`config.mk`:
```
export PLATFORM = sky130hd
export DESIGN_NAME = lcd_ctrl_flat
export DESIGN_NICKNAME = d
export VERILOG_FILES = /design/src/rtl/lcd_pkg.sv /design/src/rtl/lcd_if.sv /design/src/rtl/lcd_timer.sv /design/src/rtl/lcd_ctrl.sv /design/src/flat_wrapper.sv
export SDC_FILE = /design/constraint.sdc
export NUM_CORES = 1
export LEC_CHECK = 0
export CAP_MARGIN = 30
export CORE_MARGIN = 5
export CORE_UTILIZATION = 50
export DETAILED_ROUTE_END_ITERATION = 8
export PLACE_DENSITY = 0.81
export SETUP_SLACK_MARGIN = 0.02
export SYNTH_ARGS = -nofsm -noshare
export SYNTH_HDL_FRONTEND = slang
export SYNTH_HIERARCHICAL = 1
export SYNTH_SLANG_ARGS = --single-unit
```
`constraint.sdc`:
```
create_clock -name clk_i -period 3.35 [get_ports clk_i]
set_input_delay 1.005 -clock clk_i [delete_from_list [all_inputs] [get_ports clk_i]]
set_output_delay 1.005 -clock clk_i [all_outputs]
set_load 0.005 [all_outputs]
```
`src/rtl/lcd_pkg.sv`:
```
// Shared types and constants for the HD44780 character-LCD controller.
package lcd_pkg;

  typedef enum logic [2:0] {
    PWRUP,
    LOAD,
    SETUP,
    PULSE,
    HOLD,
    WAIT,
    IDLE
  } lcd_state_e;

  localparam logic [7:0] LCD_CMD_CLEAR = 8'h01;
  localparam logic [7:0] LCD_CMD_HOME  = 8'h02;

  // 8-bit/2-line/5x8, display on, clear, entry mode increment
  localparam logic [7:0] LCD_INIT_SEQ [4] = '{8'h38, 8'h0C, 8'h01, 8'h06};

  function automatic int max_int(input int a, input int b);
    return (a > b) ? a : b;
  endfunction

  // Only instruction-register clear/home need the long execution wait.
  function automatic logic is_slow_cmd(input logic rs, input logic [7:0] data);
    return !rs && ((data == LCD_CMD_CLEAR) || (data == LCD_CMD_HOME));
  endfunction

endpackage

```
`src/rtl/lcd_if.sv`:
```
// Write-only byte handshake between the LSU LCD port and the controller.
interface lcd_if;
  logic       cmd_valid;
  logic       cmd_ready;
  logic       cmd_rs;
  logic [7:0] cmd_data;

  modport master (output cmd_valid, output cmd_rs, output cmd_data, input cmd_ready);
  modport slave  (input cmd_valid, input cmd_rs, input cmd_data, output cmd_ready);
endinterface

```
`src/rtl/lcd_timer.sv`:
```
// Loadable down-counter; holds at zero and flags it so a state lasts exactly N cycles when loaded with N-1.
module lcd_timer #(
  parameter int           W       = 8,
  parameter logic [W-1:0] RST_VAL = '0
) (
  input  logic         clk_i,
  input  logic         rst_ni,
  input  logic         load_i,
  input  logic [W-1:0] load_val_i,
  output logic         zero_o
);

  logic [W-1:0] r_cnt;

  always_ff @(posedge clk_i or negedge rst_ni) begin
    if (!rst_ni) begin
      r_cnt <= RST_VAL;
    end else if (load_i) begin
      r_cnt <= load_val_i;
    end else if (r_cnt != '0) begin
      r_cnt <= r_cnt - W'(1);
    end
  end

  assign zero_o = (r_cnt == '0);

endmodule

```
`src/rtl/lcd_ctrl.sv`:
```
// HD44780 controller: autonomous power-up/init sequence, then one byte per handshake
// with setup, enable-pulse, hold and timer-based execution wait.
module lcd_ctrl
  import lcd_pkg::*;
#(
  parameter int T_POWERUP = 750000,
  parameter int T_SETUP   = 2,
  parameter int T_PULSE   = 12,
  parameter int T_HOLD    = 2,
  parameter int T_EXEC    = 2000,
  parameter int T_CLEAR   = 82000
) (
  input  logic       clk_i,
  input  logic       rst_ni,
  lcd_if.slave       bus,
  output logic       init_done_o,
  output logic       lcd_on_o,
  output logic       lcd_en_o,
  output logic       lcd_rs_o,
  output logic       lcd_rw_o,
  output logic [7:0] lcd_data_o
);

  localparam int T_MAX = max_int(max_int(max_int(T_POWERUP, T_SETUP), max_int(T_PULSE, T_HOLD)),
                                 max_int(T_EXEC, T_CLEAR));
  localparam int TW = $clog2(T_MAX) + 1;

  if (T_POWERUP < 1 || T_SETUP < 1 || T_PULSE < 1 || T_HOLD < 1 || T_EXEC < 1 || T_CLEAR < 1)
  begin : g_bad_timing
    $error("lcd_ctrl: every timing parameter must be at least 1");
  end

  lcd_state_e  r_state;
  logic [1:0]  r_idx;
  logic        r_ready;
  logic        r_init_done;
  logic        r_on;
  logic        r_en;
  logic        r_rs;
  logic [7:0]  r_data;

  logic          w_load;
  logic [TW-1:0] w_load_val;
  logic          w_zero;
  logic          w_accept;
  logic          w_slow;

  assign w_accept = bus.cmd_valid && r_ready;
  assign w_slow   = is_slow_cmd(r_rs, r_data);

  lcd_timer #(
    .W       (TW),
    .RST_VAL (TW'(T_POWERUP - 1))
  ) u_timer (
    .clk_i      (clk_i),
    .rst_ni     (rst_ni),
    .load_i     (w_load),
    .load_val_i (w_load_val),
    .zero_o     (w_zero)
  );

  // Timer reload on entry to each timed state; PWRUP is covered by the reset value.
  always_comb begin
    w_load     = 1'b0;
    w_load_val = '0;
    case (r_state)
      LOAD: begin
        w_load     = 1'b1;
        w_load_val = TW'(T_SETUP - 1);
      end
      SETUP: begin
        w_load     = w_zero;
        w_load_val = TW'(T_PULSE - 1);
      end
      PULSE: begin
        w_load     = w_zero;
        w_load_val = TW'(T_HOLD - 1);
      end
      HOLD: begin
        w_load     = w_zero;
        w_load_val = w_slow ? TW'(T_CLEAR - 1) : TW'(T_EXEC - 1);
      end
      IDLE: begin
        w_load     = w_accept;
        w_load_val = TW'(T_SETUP - 1);
      end
      default: ;
    endcase
  end

  always_ff @(posedge clk_i or negedge rst_ni) begin
    if (!rst_ni) begin
      r_state     <= PWRUP;
      r_idx       <= 2'd0;
      r_ready     <= 1'b0;
      r_init_done <= 1'b0;
      r_on        <= 1'b0;
      r_en        <= 1'b0;
      r_rs        <= 1'b0;
      r_data      <= 8'h00;
    end else begin
      r_on <= 1'b1;
      case (r_state)
        PWRUP: begin
          if (w_zero) r_state <= LOAD;
        end
        LOAD: begin
          r_rs    <= 1'b0;
          r_data  <= LCD_INIT_SEQ[r_idx];
          r_state <= SETUP;
        end
        SETUP: begin
          if (w_zero) begin
            r_en    <= 1'b1;
            r_state <= PULSE;
          end
        end
        PULSE: begin
          if (w_zero) begin
            r_en    <= 1'b0;
            r_state <= HOLD;
          end
        end
        HOLD: begin
          if (w_zero) r_state <= WAIT;
        end
        WAIT: begin
          if (w_zero) begin
            if (!r_init_done && r_idx != 2'd3) begin
              r_idx   <= r_idx + 2'd1;
              r_state <= LOAD;
            end else begin
              r_init_done <= 1'b1;
              r_ready     <= 1'b1;
              r_state     <= IDLE;
            end
          end
        end
        IDLE: begin
          if (w_accept) begin
            r_rs    <= bus.cmd_rs;
            r_data  <= bus.cmd_data;
            r_ready <= 1'b0;
            r_state <= SETUP;
          end
        end
        default: r_state <= PWRUP;
      endcase
    end
  end

  assign bus.cmd_ready = r_ready;
  assign init_done_o   = r_init_done;
  assign lcd_on_o      = r_on;
  assign lcd_en_o      = r_en;
  assign lcd_rs_o      = r_rs;
  assign lcd_rw_o      = 1'b0;
  assign lcd_data_o    = r_data;

endmodule
```
`src/flat_wrapper.sv`:
```
// flat-port wrapper written by rule: the top's interface ports become plain ports
module lcd_ctrl_flat import lcd_pkg::*;
#(
  parameter int T_POWERUP = 750000,
  parameter int T_SETUP   = 2,
  parameter int T_PULSE   = 12,
  parameter int T_HOLD    = 2,
  parameter int T_EXEC    = 2000,
  parameter int T_CLEAR   = 82000
)
  (clk_i, rst_ni, init_done_o, lcd_on_o, lcd_en_o, lcd_rs_o, lcd_rw_o, lcd_data_o, bus_cmd_valid, bus_cmd_rs, bus_cmd_data, bus_cmd_ready);
  lcd_if bus_i ();
  input  logic clk_i;
  input  logic rst_ni;
  output logic init_done_o;
  output logic lcd_on_o;
  output logic lcd_en_o;
  output logic lcd_rs_o;
  output logic lcd_rw_o;
  output logic [7:0] lcd_data_o;
  input wire logic [$bits(bus_i.cmd_valid)-1:0] bus_cmd_valid;
  input wire logic [$bits(bus_i.cmd_rs)-1:0] bus_cmd_rs;
  input wire logic [$bits(bus_i.cmd_data)-1:0] bus_cmd_data;
  output wire logic [$bits(bus_i.cmd_ready)-1:0] bus_cmd_ready;
  assign bus_i.cmd_valid = bus_cmd_valid;
  assign bus_i.cmd_rs = bus_cmd_rs;
  assign bus_i.cmd_data = bus_cmd_data;
  assign bus_cmd_ready = bus_i.cmd_ready;
  lcd_ctrl #(.T_POWERUP(T_POWERUP), .T_SETUP(T_SETUP), .T_PULSE(T_PULSE), .T_HOLD(T_HOLD), .T_EXEC(T_EXEC), .T_CLEAR(T_CLEAR)) u_core (.clk_i(clk_i), .rst_ni(rst_ni), .bus(bus_i), .init_done_o(init_done_o), .lcd_on_o(lcd_on_o), .lcd_en_o(lcd_en_o), .lcd_rs_o(lcd_rs_o), .lcd_rw_o(lcd_rw_o), .lcd_data_o(lcd_data_o));
endmodule
```
### Word-level counts from Yosys, hierarchy flattened

Cells that the tools add are included.

* add/sub/neg operators: 2
* $lt $le $gt $ge: 1
* eq/ne operators: 16
* mux-type cells: 27
* bitwise gates (word level): 2
* reductions and logical operators: 21

Operators by type and width (number)
* $pmux W21 S3: 1
* $mux W21: 2
* $mux W8: 3
* $logic_not A21 Y1: 1
* $mux W3: 7
* $pmux W3 S7: 1
* $reduce_bool A21 Y1: 1
* $sub A21 B1 Y21 const B: 1
* $mux W17: 1
* $bmux W8 S2: 1
* $pmux W8 S2: 1
* $ne A2 B2 Y1 const B: 7
* $eq A3 B3 Y1 const B: 3
* $reduce_and A3 Y1: 3
* $eq A8 B1 Y1 const B: 1
* $eq A8 B2 Y1 const B: 1
* $reduce_bool A2 Y1: 4
* $eq A3 B2 Y1 const B: 2
* $mux W1: 6
* $pmux W1 S2: 3
* $reduce_and A6 Y1: 1
* $reduce_or A3 Y1: 2
* $reduce_and A4 Y1: 1
* $eq A3 B1 Y1 const B: 1
* other kinds (11): 14

* register bits: 39
* bits of input ports: 12
* output and inout port bits: 14
* word-level logic and storage cells: 78

### Longest topological paths before layout

Gate-level depths: netlist of the first run.

* depth after elaboration: 6
* gate-level depth with buffers: 13
* depth with buffers taken out: 10

### Cells and area by module

Netlist of the first run, hierarchy kept.

Modules (own cells, without submodules)
* lcd_timer: times used 1, cells each 129, area an instance 1313.8 um^2, sequential area each 541.8 um^2
* lcd_ctrl: times used 1, cells each 110, area an instance 1072.3 um^2, sequential area each 450.4 um^2

### Worst setup path before layout of the first run

OpenSTA, ideal clock, no wires.

* path kind: register to register
* start: register u_core.u_timer.r_cnt[0]
* end: register u_core.u_timer.r_cnt[6]
* setup time: 0.065 ns
* arrival time: 2.632 ns
* required time: 3.285 ns
* slack: 0.653 ns
* stages on the path, launching flop included: 14
* path buffers: 3
* clock period less this slack: 2.697 ns
* cell sequence: dfstp_2 inv_1 ha_1 or4b_1 nor4b_4 and2_1 buf_4 mux2i_1 o22ai_1 clkbuf_1 clkbuf_1 a21oi_1 o31ai_1 o21a_1

* word-level cells in the longest chain between the ends: 3
* elaborated cells between the ends (all ways): 7
* those cells by class: 1 x add/sub; 3 x mux; 3 x reduce/logical

RTL lines
* from (decl): line lcd_timer.sv:13 `logic [W-1:0] r_cnt;`
* from (signal assigned): line lcd_timer.sv:19 `r_cnt <= load_val_i;`
* from (signal assigned): line lcd_timer.sv:21 `r_cnt <= r_cnt - W'(1);`
* $logic_not A21 Y1 *: line lcd_timer.sv:25 `assign zero_o = (r_cnt == '0);`
* via u_core.w_zero: line lcd_ctrl.sv:44 `logic w_zero;`
* $pmux W1 S3 *: line lcd_ctrl.sv:66 `case (r_state)`
* via u_core.w_load: line lcd_ctrl.sv:42 `logic w_load;`
* $mux W21 or $reduce_bool A2 Y1 (tied branches)

Mark *: on every way through the listed nets, which the timed path passes. The rest lies on a longest branch. The select of a mux whose other input is x is not followed.
A chain may end at the register's enable or synchronous reset.

### Final worst setup path of the first run

* start: register u_core.u_timer.r_cnt[0]
* end: register u_core.u_timer.r_cnt[9]

Same word-level chain as after synthesis.

==> summary.txt, run 1 <==
Yosys
  • Mapped cell area: between 2000 and 2500 um2
  • Synth unique cells: 53
  • Register bit total from synthesis: 39
  • Yosys synthesis warning count: 6
  • Synth area leaders: dfrtp_1 (27%), dfstp_2 (14%), xnor2_1 (4.8%), nand2_1 (4.1%), o21ai_0 (3.6%)
  • Avg Inst Size Synth: 9.983 um2
  • Post-Syn Instances: around 240
  • Leading area contributor after synthesis: dfrtp_1
  • Seq/Total Area, Yosys: 41.58%
  • Yosys top cell area share: 27.27%

Placed design
  • Post-Place Cells: 317
  • Setup slack at placement: 0.5864 ns
  • Placed cell area: ~2700 um2
  • Post-DP HPWL: 3.493 mm
  • IO Port Bufs: 24
  • GP Congestion: 0.8523

Worst setup path
  • Reg2Reg Depth: 9
  • CP max FO: 10
  • Worst Setup SP: u_core/u_timer/r_cnt[0]
  • CP Data Required Time: 3.53 ns
  • End of the critical path: u_core/u_timer/r_cnt[9]
  • Crit-path cells: inv_1, ha_1, or4b_1, nor4b_4, and2_1, mux2i_1, o22ai_2, nor2_1, a22o_1
  • R2R Setup Slk: 0.63 ns
  • Slowest CP cell: or4b_1
  • Endpoint class of the critical path: flip-flop
  • Start of the worst register-to-register path: u_core/u_timer/r_cnt[0]
  • Worst Setup Start Kind: flip-flop
  • RR Endpoint: u_core/u_timer/r_cnt[9]
  • Worst path arrival time: about 2.9 ns
  • CP Class: flip-flop to flip-flop
  • Max stage delay on crit path: 0.49 ns

Route
  • Routed WL: 4.771 mm
  • Initial drt markers: 88
  • Vias/cell: 5.588
  • Antenna-violating nets left: 0
  • Total number of vias: 1816
  • DRC Markers: 0
  • First-pass DRT Iterations: 4
  • Wire length per cell: approximately 15 um

Timing
  • Final worst slack: 0.6289 ns
  • Fin. Hold Viols: 0
  • Slew headroom: 44.83%
  • Fin Clk Skew: 0.01044 ns
  • Min cycle time layout: 2.721 ns
  • Worst-Margin Slew: 0.8276 ns
  • Final period util: 81.23%
  • Final setup viols: 0
  • Slew Viols, Final: 0
  • Setup TNS: 0 ns
  • RSZ-0062 raised after global routing: no
  • Fmax: about 0.37 GHz

Finish
  • N_diodes: 0
  • Final instance area: 2748 um2
  • Finished Layout Cells: 325
  • Nets: 288
  • Area grow syn2layout: 15.15%
  • Most frequent cells in the layout: nand2_1 (26), dfrtp_1 (26), clkdlybuf4s50_1 (23), o21ai_0 (17)
  • Final core utilization: between 50% and 60%
  • Share of cells above drive strength 1: 15.13%

Hold path
  • Min-delay worst type: flip-flop to flip-flop

Clock network
  • Clock Latency Late Sink: 0.29 ns
  • CTS buffer count: 5
  • CTS Root Cell: clkbuf_8
  • CTS tree: yes
  • # clock sinks: 39
  • Longest Clk Path Bufs: 2
  • CTS clk-pin slew, worst paths: 0.07 ns
  • Clock H-tree levels: 2
  • Post-CTS repair timing setup buffer count: 0
  • Post-CTS sizing: 0
  • Cts hold-fix bufs: 0

Global route
  • GRT overflow: 0
  • Tot GR Track Use: between 10% and 20%
  • GRT Max-Usage Layer: met2
  • First-pass GRT wire length: 8.376 mm
  • M2 GR Usage: 27.36%
  • Initial antenna violation count: 0
  • Pin count of the biggest net entering global routing: 40
  • Met3 Resource Use GR: under 10%
  • Met1 Use GR: 22.50%
  • Vias in the first global route: 1811

Floorplanning
  • IO Pins: 26
  • Core ar.: 4692 um2
  • # rows: 25
  • Die height: 79.08 um
  • Die X: ~79 um
  • Initial core utilization: between 50% and 60%
  • DIE AREA: 6254 um2

Pwr
  • Worst VDD drop: 0.0003043 V
  • Power Dens Cells: just under 700 nW/um2
  • Leakage power: 1.131 nW

Run
  • Max_cap viols: 0

Run status
  • Status: complete, no violations
## flip-flops by register name, summed over array words and instances (netlist names)
| register | cells |
|---|---|
| u_core/lcd_en_o | 1 |
| u_core/lcd_rs_o | 1 |
| u_core/r_state | 3 |
| u_core/init_done_o | 1 |
| u_core/lcd_data_o | 8 |
| u_core/lcd_on_o | 1 |
| u_core/bus.cmd_ready | 1 |
| u_core/r_idx | 2 |
| u_core/u_timer/r_cnt | 21 |
## worst min path at each step
| stage | start | end | depth (start not counted) |
|---|---|---|---|
| floorplan | u_core/lcd_en_o | u_core/lcd_en_o | 2 |
| global placement | u_core/lcd_en_o | u_core/lcd_en_o | 2 |
| detailed placement | u_core/lcd_en_o | u_core/lcd_en_o | 2 |
| CTS | u_core/lcd_en_o | u_core/lcd_en_o | 2 |
| global route | u_core/lcd_en_o | u_core/lcd_en_o | 2 |
| finish | u_core/lcd_en_o | u_core/lcd_en_o | 2 |
## through the flow
step | hold slack [ns] | total power [mW]
finish | 0.4858 | 1.870
global route | 0.5407 | 2.012
CTS | 0.4917 | 1.882
detailed placement | 0.4742 | 1.554
global placement | 0.4638 | 1.536
floorplan | 0.4707 | 1.361
## power breakdown
part	switching, mW	leakage (nW)	internal, mW
Sequential	0.205	0.461	0.694
Combinational	0.299	0.630	0.357
Clock	0.170	0.0402	0.145
## Yosys cell counts (all sizes together)
master / number
xor2: 5
a21o: 2
nor2: 13
buf: 9
o21ai: 21
nor4b: 3
o22a: 1
nor3: 7
or4b: 1
and3b: 1
nand3: 6
nand4b: 2
o21bai: 1
o41ai: 2
a22o: 9
a41o: 1
a21oi: 10
or4: 5
nand2: 26
dfrtp: 26
nor2b: 4
nor3b: 1
a211oi: 1
inv: 9
and2: 3
dfstp: 13
a22oi: 1
o22ai: 1
nand3b: 2
o21a: 2
mux2i: 7
clkbuf: 4
and3: 1
mux2: 3
ha: 6
xnor2: 13
conb: 2
nor4: 5
o31ai: 8
and2b: 2
## critical path, delay by kind of cell, from the launching register on
family | cells | cell delay [ns]
AND/OR/NAND/NOR | 4 | 1.21
AO/OA/AOI/OAI | 2 | 0.61
flip-flops | 1 | 0.39
adder cells (fa/ha/maj) | 1 | 0.18
buffers and inverters | 1 | 0.11
multiplexers | 1 | 0.11
## routing by layer
layer	up-vias	part of all wire, %
met5	-	0
met3	9	3.1
li1	904	-
met1	874	47
met2	29	49
met4	0	1.4
## final cells by class
class / count / area, um2
multi-input cells: 188 / 1308
flip-flops and latches: 39 / 992.2
well taps: 54 / 67.56
clock inverters: 3 / 20.02
inverters: 9 / 33.78
repair buffers: 27 / 257.7
fillers: 406 / 1944
clock buffers: 5 / 68.82
## logic make-up after synthesis
logic type / synth area share, %
AO/OA/AOI/OAI: 17.04
XOR/XNOR: 6.607
adder cells (fa/ha/maj): 3.146
buffers and inverters: 5.453
flip-flops: 41.58
multiplexers: 4.352
other: 0.3147
AND/OR/NAND/NOR: 21.50
(Power assumes the default switching activity.)
==> run 2: changes to the inputs <==
--- a/config.mk
+++ b/config.mk
@@ -9,7 +9,7 @@
 export CORE_MARGIN = 5
 export CORE_UTILIZATION = 50
 export DETAILED_ROUTE_END_ITERATION = 8
-export PLACE_DENSITY = 0.81
+export PLACE_DENSITY = 0.84
 export SETUP_SLACK_MARGIN = 0.02
 export SYNTH_ARGS = -nofsm -noshare
 export SYNTH_HDL_FRONTEND = slang
==> constraint.sdc (replaced) <==
create_clock -name clk_i -period 2.5 [get_ports clk_i]
set_input_delay 0.75 -clock clk_i [delete_from_list [all_inputs] [get_ports clk_i]]
set_output_delay 0.75 -clock clk_i [all_outputs]
set_load 0.005 [all_outputs]
==> run 2 against run 1 <==
Effect of this change: critical path depth is the same; die area is the same; sequential share of layout area shrank 3.1 points; clock-buffer cell count is the same; worst setup slack lost 0.58 ns; utilization grew 5.5 points; total power grew 55%; non-clock buffer count grew 21; combinational power grew 63%; cell area grew 9.4%; maximum frequency grew 11%.
==> summary.txt, run 2 (same netlist as run 1, synthesis figures left out) <==
Worst setup path
  • Max stage delay on crit path: 0.47 ns
  • CP Data Required Time: 2.69 ns
  • Slowest CP cell: or4b_4
  • Crit-path cells: inv_2, ha_4, or4b_4, nor4b_4, and2_4, mux2i_1, o22ai_2, nor2_1, a22o_1
  • Worst path arrival time: about 2.6 ns
  • Worst Setup Start Kind: flip-flop
  • CP Class: flip-flop to flip-flop
  • Endpoint class of the critical path: flip-flop
  • CP max FO: 6

Route
  • Met1 wire length: 2.321 mm
  • DRC Markers: 0
  • First-pass DRT Iterations: 4
  • DR WL met2: around 2.8 mm
  • Vias/cell: 5.639
  • Total number of vias: 1951
  • Uppermost layer routed: met4
  • Wire length per cell: 15.68 um
  • Antenna-violating nets left: 0
  • Met3 WL: between 200 and 300 um
  • Routed WL: 5.424 mm
  • Initial drt markers: 96

Placed design
  • GP Congestion: 0.8419
  • Setup slack at placement: -0.03251 ns
  • Post-DP HPWL: approximately 3.6 mm
  • Post-Place Cells: 328
  • IO Port Bufs: 24

Finish
  • Finished Layout Cells: 346
  • Area of the multi-input gates: approximately 1400 um2
  • Commonest non-fill, non-tap cell in the layout: dfrtp_1
  • Top reg by flops: u_core/u_timer/r_cnt
  • Storage cell area: 992.2 um2
  • Number of flip-flops in the largest register: 21
  • Fillers: 359
  • Most frequent cells in the layout: dfrtp_1 (26), nand2_1 (24), clkdlybuf4s50_1 (23), buf_4 (22), o21ai_0 (16)
  • Nets: between 300 and 400
  • Share of cells above drive strength 1: 25.34%
  • Area grow syn2layout: 26.01%
  • N_diodes: 0

Pwr
  • Power Dens Cells: ~970 nW/um2
  • Total Power: 2.901 mW
  • Leakage power: 1.279 nW
  • Worst VDD drop: around 0.0005 V

Run
  • Max_cap viols: 0

Floorplanning
  • Die height: 79.08 um
  • IO Pins: 26
  • Initial core utilization: between 50% and 60%
  • DIE AREA: 6254 um2
  • Core ar.: 4692 um2
  • # rows: 25
  • Die X: slightly below 80 um

Global route
  • Initial antenna violation count: 0
  • GRT overflow: 0
  • Vias in the first global route: 1974
  • Tot GR Track Use: between 10% and 20%
  • First-pass GRT wire length: about 9 mm
  • Pin count of the biggest net entering global routing: 40

Clock network
  • Clock Latency Late Sink: 0.29 ns
  • CTS Root Cell: clkbuf_8
  • CTS tree: yes
  • CTS buffer count: 5
  • CTS clk-pin slew, worst paths: ~0.080 ns
  • Clock H-tree levels: 2
  • Longest Clk Path Bufs: 2
  • Cts hold-fix bufs: 0
  • # clock sinks: 39

Timing
  • Min cycle time layout: 2.447 ns
  • Final worst slack: 0.05323 ns
  • Slew Viols, Final: 0
  • Fin Hold WS: between 0.4 and 0.5 ns
  • Final period util: 97.87%
  • RSZ-0062 raised after global routing: yes
  • Fin Clk Skew: 0.003452 ns
  • Fmax: approximately 0.41 GHz
  • Fin. Hold Viols: 0
  • Final setup viols: 0
  • Setup TNS: 0 ns

Hold path
  • Min-delay worst type: flip-flop to flip-flop

Run status
  • Status: complete, no violations
run 2: cell count changes in the layout (fill, tap and decap cells not counted), moves of 2 or more:
cell       change
bufinv_16      +2
nand2_2        +2
buf_6          +2
buf_4         +19
inv_2          +2
o31ai_1        -3
o31ai_2        +3
nand2_1        -2
inv_1          -2
run 2: power breakdown:
part | total [mW] | internal (mW) | switching [mW]
logic | 1.07 | 0.589 | 0.481
clock network | 0.636 | 0.398 | 0.238
registers | 1.20 | 0.929 | 0.266
total | 2.90 | 1.92 | 0.985
run 2: area by class of cell:
cell class | count | area share [%]
flip-flops and latches | 39 | 33.00
repair buffers | 48 | 14.07
inverters | 9 | 1.124
multi-input cells | 188 | 45.03
clock buffers | 5 | 2.289
clock inverters | 3 | 2.247
well taps | 54 | 2.247
run 2: path summary, 6_finish.rpt:
| kind | start | endpoint | slack [ns] | cells after the start |
|---|---|---|---|---|
| max | u_core/u_timer/r_cnt[1] | u_core/u_timer/r_cnt[9] | 0.05 | 9 |
| min | u_core/lcd_en_o | u_core/lcd_en_o | 0.49 | 2 |
| min reg2reg | u_core/lcd_en_o | u_core/lcd_en_o | 0.49 | 2 |
| min in group asynchronous | rst_ni | u_core/u_timer/r_cnt[4] | 0.50 | 2 |
| max in group asynchronous | rst_ni | u_core/u_timer/r_cnt[8] | 1.64 | 2 |
| max reg2reg | u_core/u_timer/r_cnt[1] | u_core/u_timer/r_cnt[9] | 0.05 | 9 |
run 2: metal layers:
layer	vias to the layer above	global-route usage [%]
met5	-	0
met4	0	4.983
met3	4	5.442
met2	48	30.89
met1	955	22.24
li1	944	-
run 2: timing repair:
item	CTS	global route
endpoints found under the setup margin	18	23
gates resized for setup	2	14
cloned	0	0
setup buffers	0	10
pin swaps	1	4
hold endpoints to repair	0	0
run 2: worst max-delay path, delay by kind of cell, from the launching register on:
| kind | cells | cell delay, ns |
|---|---|---|
| AO/OA/AOI/OAI | 2 | 0.51 |
| adder cells (fa/ha/maj) | 1 | 0.14 |
| buffers and inverters | 1 | 0.08 |
| flip-flops | 1 | 0.38 |
| multiplexers | 1 | 0.08 |
| AND/OR/NAND/NOR | 4 | 1.15 |
run 2: metrics by stage:
stage | instance area (um2) | util (%)
final | 3007 | 64.08
after global routing | 3007 | 64.08
after CTS | 2884 | 61.47
after detailed placement | 2741 | 58.43
after global placement | 2741 | 58.43
after floorplan | 2431 | -
==> run 3: changes to the inputs <==
--- a/config.mk
+++ b/config.mk
@@ -9,9 +9,8 @@
 export CORE_MARGIN = 5
 export CORE_UTILIZATION = 50
 export DETAILED_ROUTE_END_ITERATION = 8
-export PLACE_DENSITY = 0.84
+export PLACE_DENSITY = 0.85
 export SETUP_SLACK_MARGIN = 0.02
 export SYNTH_ARGS = -nofsm -noshare
 export SYNTH_HDL_FRONTEND = slang
-export SYNTH_HIERARCHICAL = 1
 export SYNTH_SLANG_ARGS = --single-unit
==> run 3 against run 2 <==
Effect of this change: sequential cell count unchanged; area after synthesis down 8.9%; critical path type unchanged; sequential power down 47%.
==> summary.txt, run 3 <==
Pwr
  • Clock power share: 43.8%
  • Total Power: 1.189 mW
  • Leakage power: 1.051 nW
  • Switching Fraction: 20.13%
  • Seq pwr share: between 50% and 60%
  • Sw power: 239.3 uW
  • Pint: 949.4 uW
  • Power Dens Cells: 459.0 nW/um2
  • Worst VDD drop: 0.0004578 V
  • Logic gate share of total power: 3.0%

Timing
  • Worst-Margin Slew: around 0.77 ns
  • Final setup viols: 0
  • Fin. Hold Viols: 0
  • Fin Clk Skew: 0.007123 ns
  • RSZ-0062 raised after global routing: no
  • Final worst slack: 0.3210 ns
  • Slew headroom: 48.43%
  • Final period util: 87.16%
  • Fmax: 0.4589 GHz
  • Fin Hold WS: approximately 0.5 ns
  • Min cycle time layout: 2.179 ns
  • Slew Viols, Final: 0
  • Setup TNS: 0 ns

Finish
  • Final instance area: 2590 um2
  • Number of flip-flops in the largest register: 21
  • Share of cells above drive strength 1: 16.86%
  • Nets: 270
  • Most frequent cells in the layout: nor2_1 (27), nand2_1 (27), dfrtp_1 (26), clkdlybuf4s50_1 (23)
  • Area of the multi-input gates: 1090 um2
  • N_diodes: 0
  • Top reg by flops: u_core.u_timer.r_cnt
  • Fillers: approximately 360
  • Area grow syn2layout: 19.17%
  • Storage cell area: around 990 um2

Global route
  • First-pass GRT wire length: around 7.7 mm
  • Vias in the first global route: 1671
  • Tot GR Track Use: around 16%
  • Initial antenna violation count: 0
  • Pin count of the biggest net entering global routing: 37
  • GRT overflow: 0

Clock network
  • CTS clk-pin slew, worst paths: ~0.080 ns
  • # clock sinks: 39
  • Clock Latency Late Sink: between 0.2 and 0.3 ns
  • Longest Clk Path Bufs: 2
  • CTS Root Cell: clkbuf_8
  • Cts hold-fix bufs: 0
  • CTS tree: yes
  • Post-CTS sizing: 0
  • Post-CTS repair timing setup buffer count: 0
  • CTS buffer count: 5
  • Clock H-tree levels: 2

Yosys
  • Seq/Total Area, Yosys: between 40 and 50%
  • EDFF count, synth: 0
  • Register bit total from synthesis: 39
  • Avg Inst Size Synth: around 10 um2
  • Yosys top cell area share: 29.94%
  • Mapped cell area: around 2200 um2
  • Main synth FF type: dfrtp_1
  • Synth unique cells: 54
  • Syn nets: 239
  • Post-Syn Instances: 223
  • Yosys synthesis warning count: 0
  • Leading cell types by count after synthesis: nand2_1 (27), nor2_1 (27), dfrtp_1 (26), dfstp_2 (13), xnor2_1 (13)
  • Synth area leaders: dfrtp_1 (30%), dfstp_2 (16%), xnor2_1 (5.2%), nand2_1 (4.7%), nor2_1 (4.7%)
  • Leading area contributor after synthesis: dfrtp_1
  • Post-synth ARST share: 100.0%

Floorplanning
  • IO Pins: 26
  • Core ar.: 4294 um2
  • Initial core utilization: 50.61%
  • # rows: 24
  • DIE AREA: 5765 um2
  • Die X: around 76 um
  • Die height: 75.93 um

Route
  • Routed WL: 4.559 mm
  • Wire length per cell: approximately 15 um
  • DRC Markers: 0
  • Initial drt markers: 154
  • Antenna-violating nets left: 0
  • Total number of vias: 1721
  • Vias/cell: 5.606
  • First-pass DRT Iterations: 4

Worst setup path
  • CP max FO: 11
  • Worst path arrival time: 2.36 ns
  • Worst Setup Start Kind: flip-flop
  • Endpoint class of the critical path: flip-flop
  • CP Data Required Time: between 2 and 3 ns
  • CP Class: flip-flop to flip-flop

Hold path
  • Min-delay worst type: flip-flop to flip-flop

Placed design
  • Setup slack at placement: roughly 0.062 ns
  • Placed cell area: 2484 um2
  • IO Port Bufs: 24
  • GP Congestion: 0.8164
  • Post-DP HPWL: 3.390 mm

Run
  • Max_cap viols: 0

Run status
  • Status: complete, no violations
run 3: cell types whose count changed after synthesis, sizes merged, moves of 3 or more:
cell and change:
nor2 +14, o21ai -9, o31ai -7, a22o -6, a21oi -4, mux2i -4
nand4 +4, or3 +4, a2111oi +3, a211oi +3, or2 +3, or4 -3
run 3: cells by family (layout without fill, tap and decap cells):
logic type	count (synthesis)	in the layout	synth area share (%)
mux	5	5	2.418
fa+ha+maj	4	4	2.303
flops	39	39	45.65
other cells	2	2	0.3456
xor+xnor	16	16	6.448
compound gates	44	44	15.32
simple gates	96	96	23.32
buf+inv	17	49	4.203
run 3: power by group through the flow:
stage	clock [mW]	combinational [mW]	sequential, mW
after floorplan	0	0.00359	0.644
after global placement	0	0.0354	0.644
after detailed placement	0	0.0364	0.644
after CTS	0.531	0.0365	0.633
after global routing	0.564	0.0396	0.633
final	0.521	0.0353	0.633
run 3: routing by layer:
layer	share of wire [%]	vias to the layer above	global-route usage [%]	wire [um]
met3	3.6	8	4.265	162
met2	50	34	27.31	2266
met5	0	-	0	0
met4	1.8	0	5.872	84
met1	45	830	20.05	2046
li1	-	849	-	-
run 3: per-stage QoR:
| step | cells | utilization (%) |
|---|---|---|
| floorplan | 223 | - |
| global placement | 299 | 57.84 |
| detailed placement | 299 | 57.84 |
| CTS | 307 | 60.31 |
| global route | 307 | 60.31 |
| finish | 307 | 60.31 |
run 3: worst max-delay path: stages (launching register included):
cell and delay, ns:
dfstp_2 0.40, inv_1 0.07, ha_1 0.15, nor3b_2 0.30
nand2_2 0.24, or3_4 0.45, o21a_1 0.19, a211o_1 0.26
run 3: final timing paths:
kind / startpoint / to / slack, ns / depth (start not counted)
worst max-delay path: u_core.u_timer.r_cnt[0] / u_core.r_state[2] / 0.32 / 7
worst min-delay path: u_core.lcd_en_o / u_core.lcd_en_o / 0.50 / 1
worst max register to register: u_core.u_timer.r_cnt[0] / u_core.r_state[2] / 0.32 / 7
worst min register to register: u_core.lcd_en_o / u_core.lcd_en_o / 0.50 / 1
max in group asynchronous: rst_ni / u_core.u_timer.r_cnt[1] / 1.33 / 2
min in group asynchronous: rst_ni / u_core.u_timer.r_cnt[4] / 0.53 / 1
run 3: area by class of cell:
class / instances / area share [%]
clock inverter: 1 / 1.159
tap: 52 / 2.512
multi-input combinational: 167 / 42.08
clock buffer: 7 / 2.947
timing repair buffer: 34 / 11.98
inverter: 7 / 1.014
sequential: 39 / 38.31
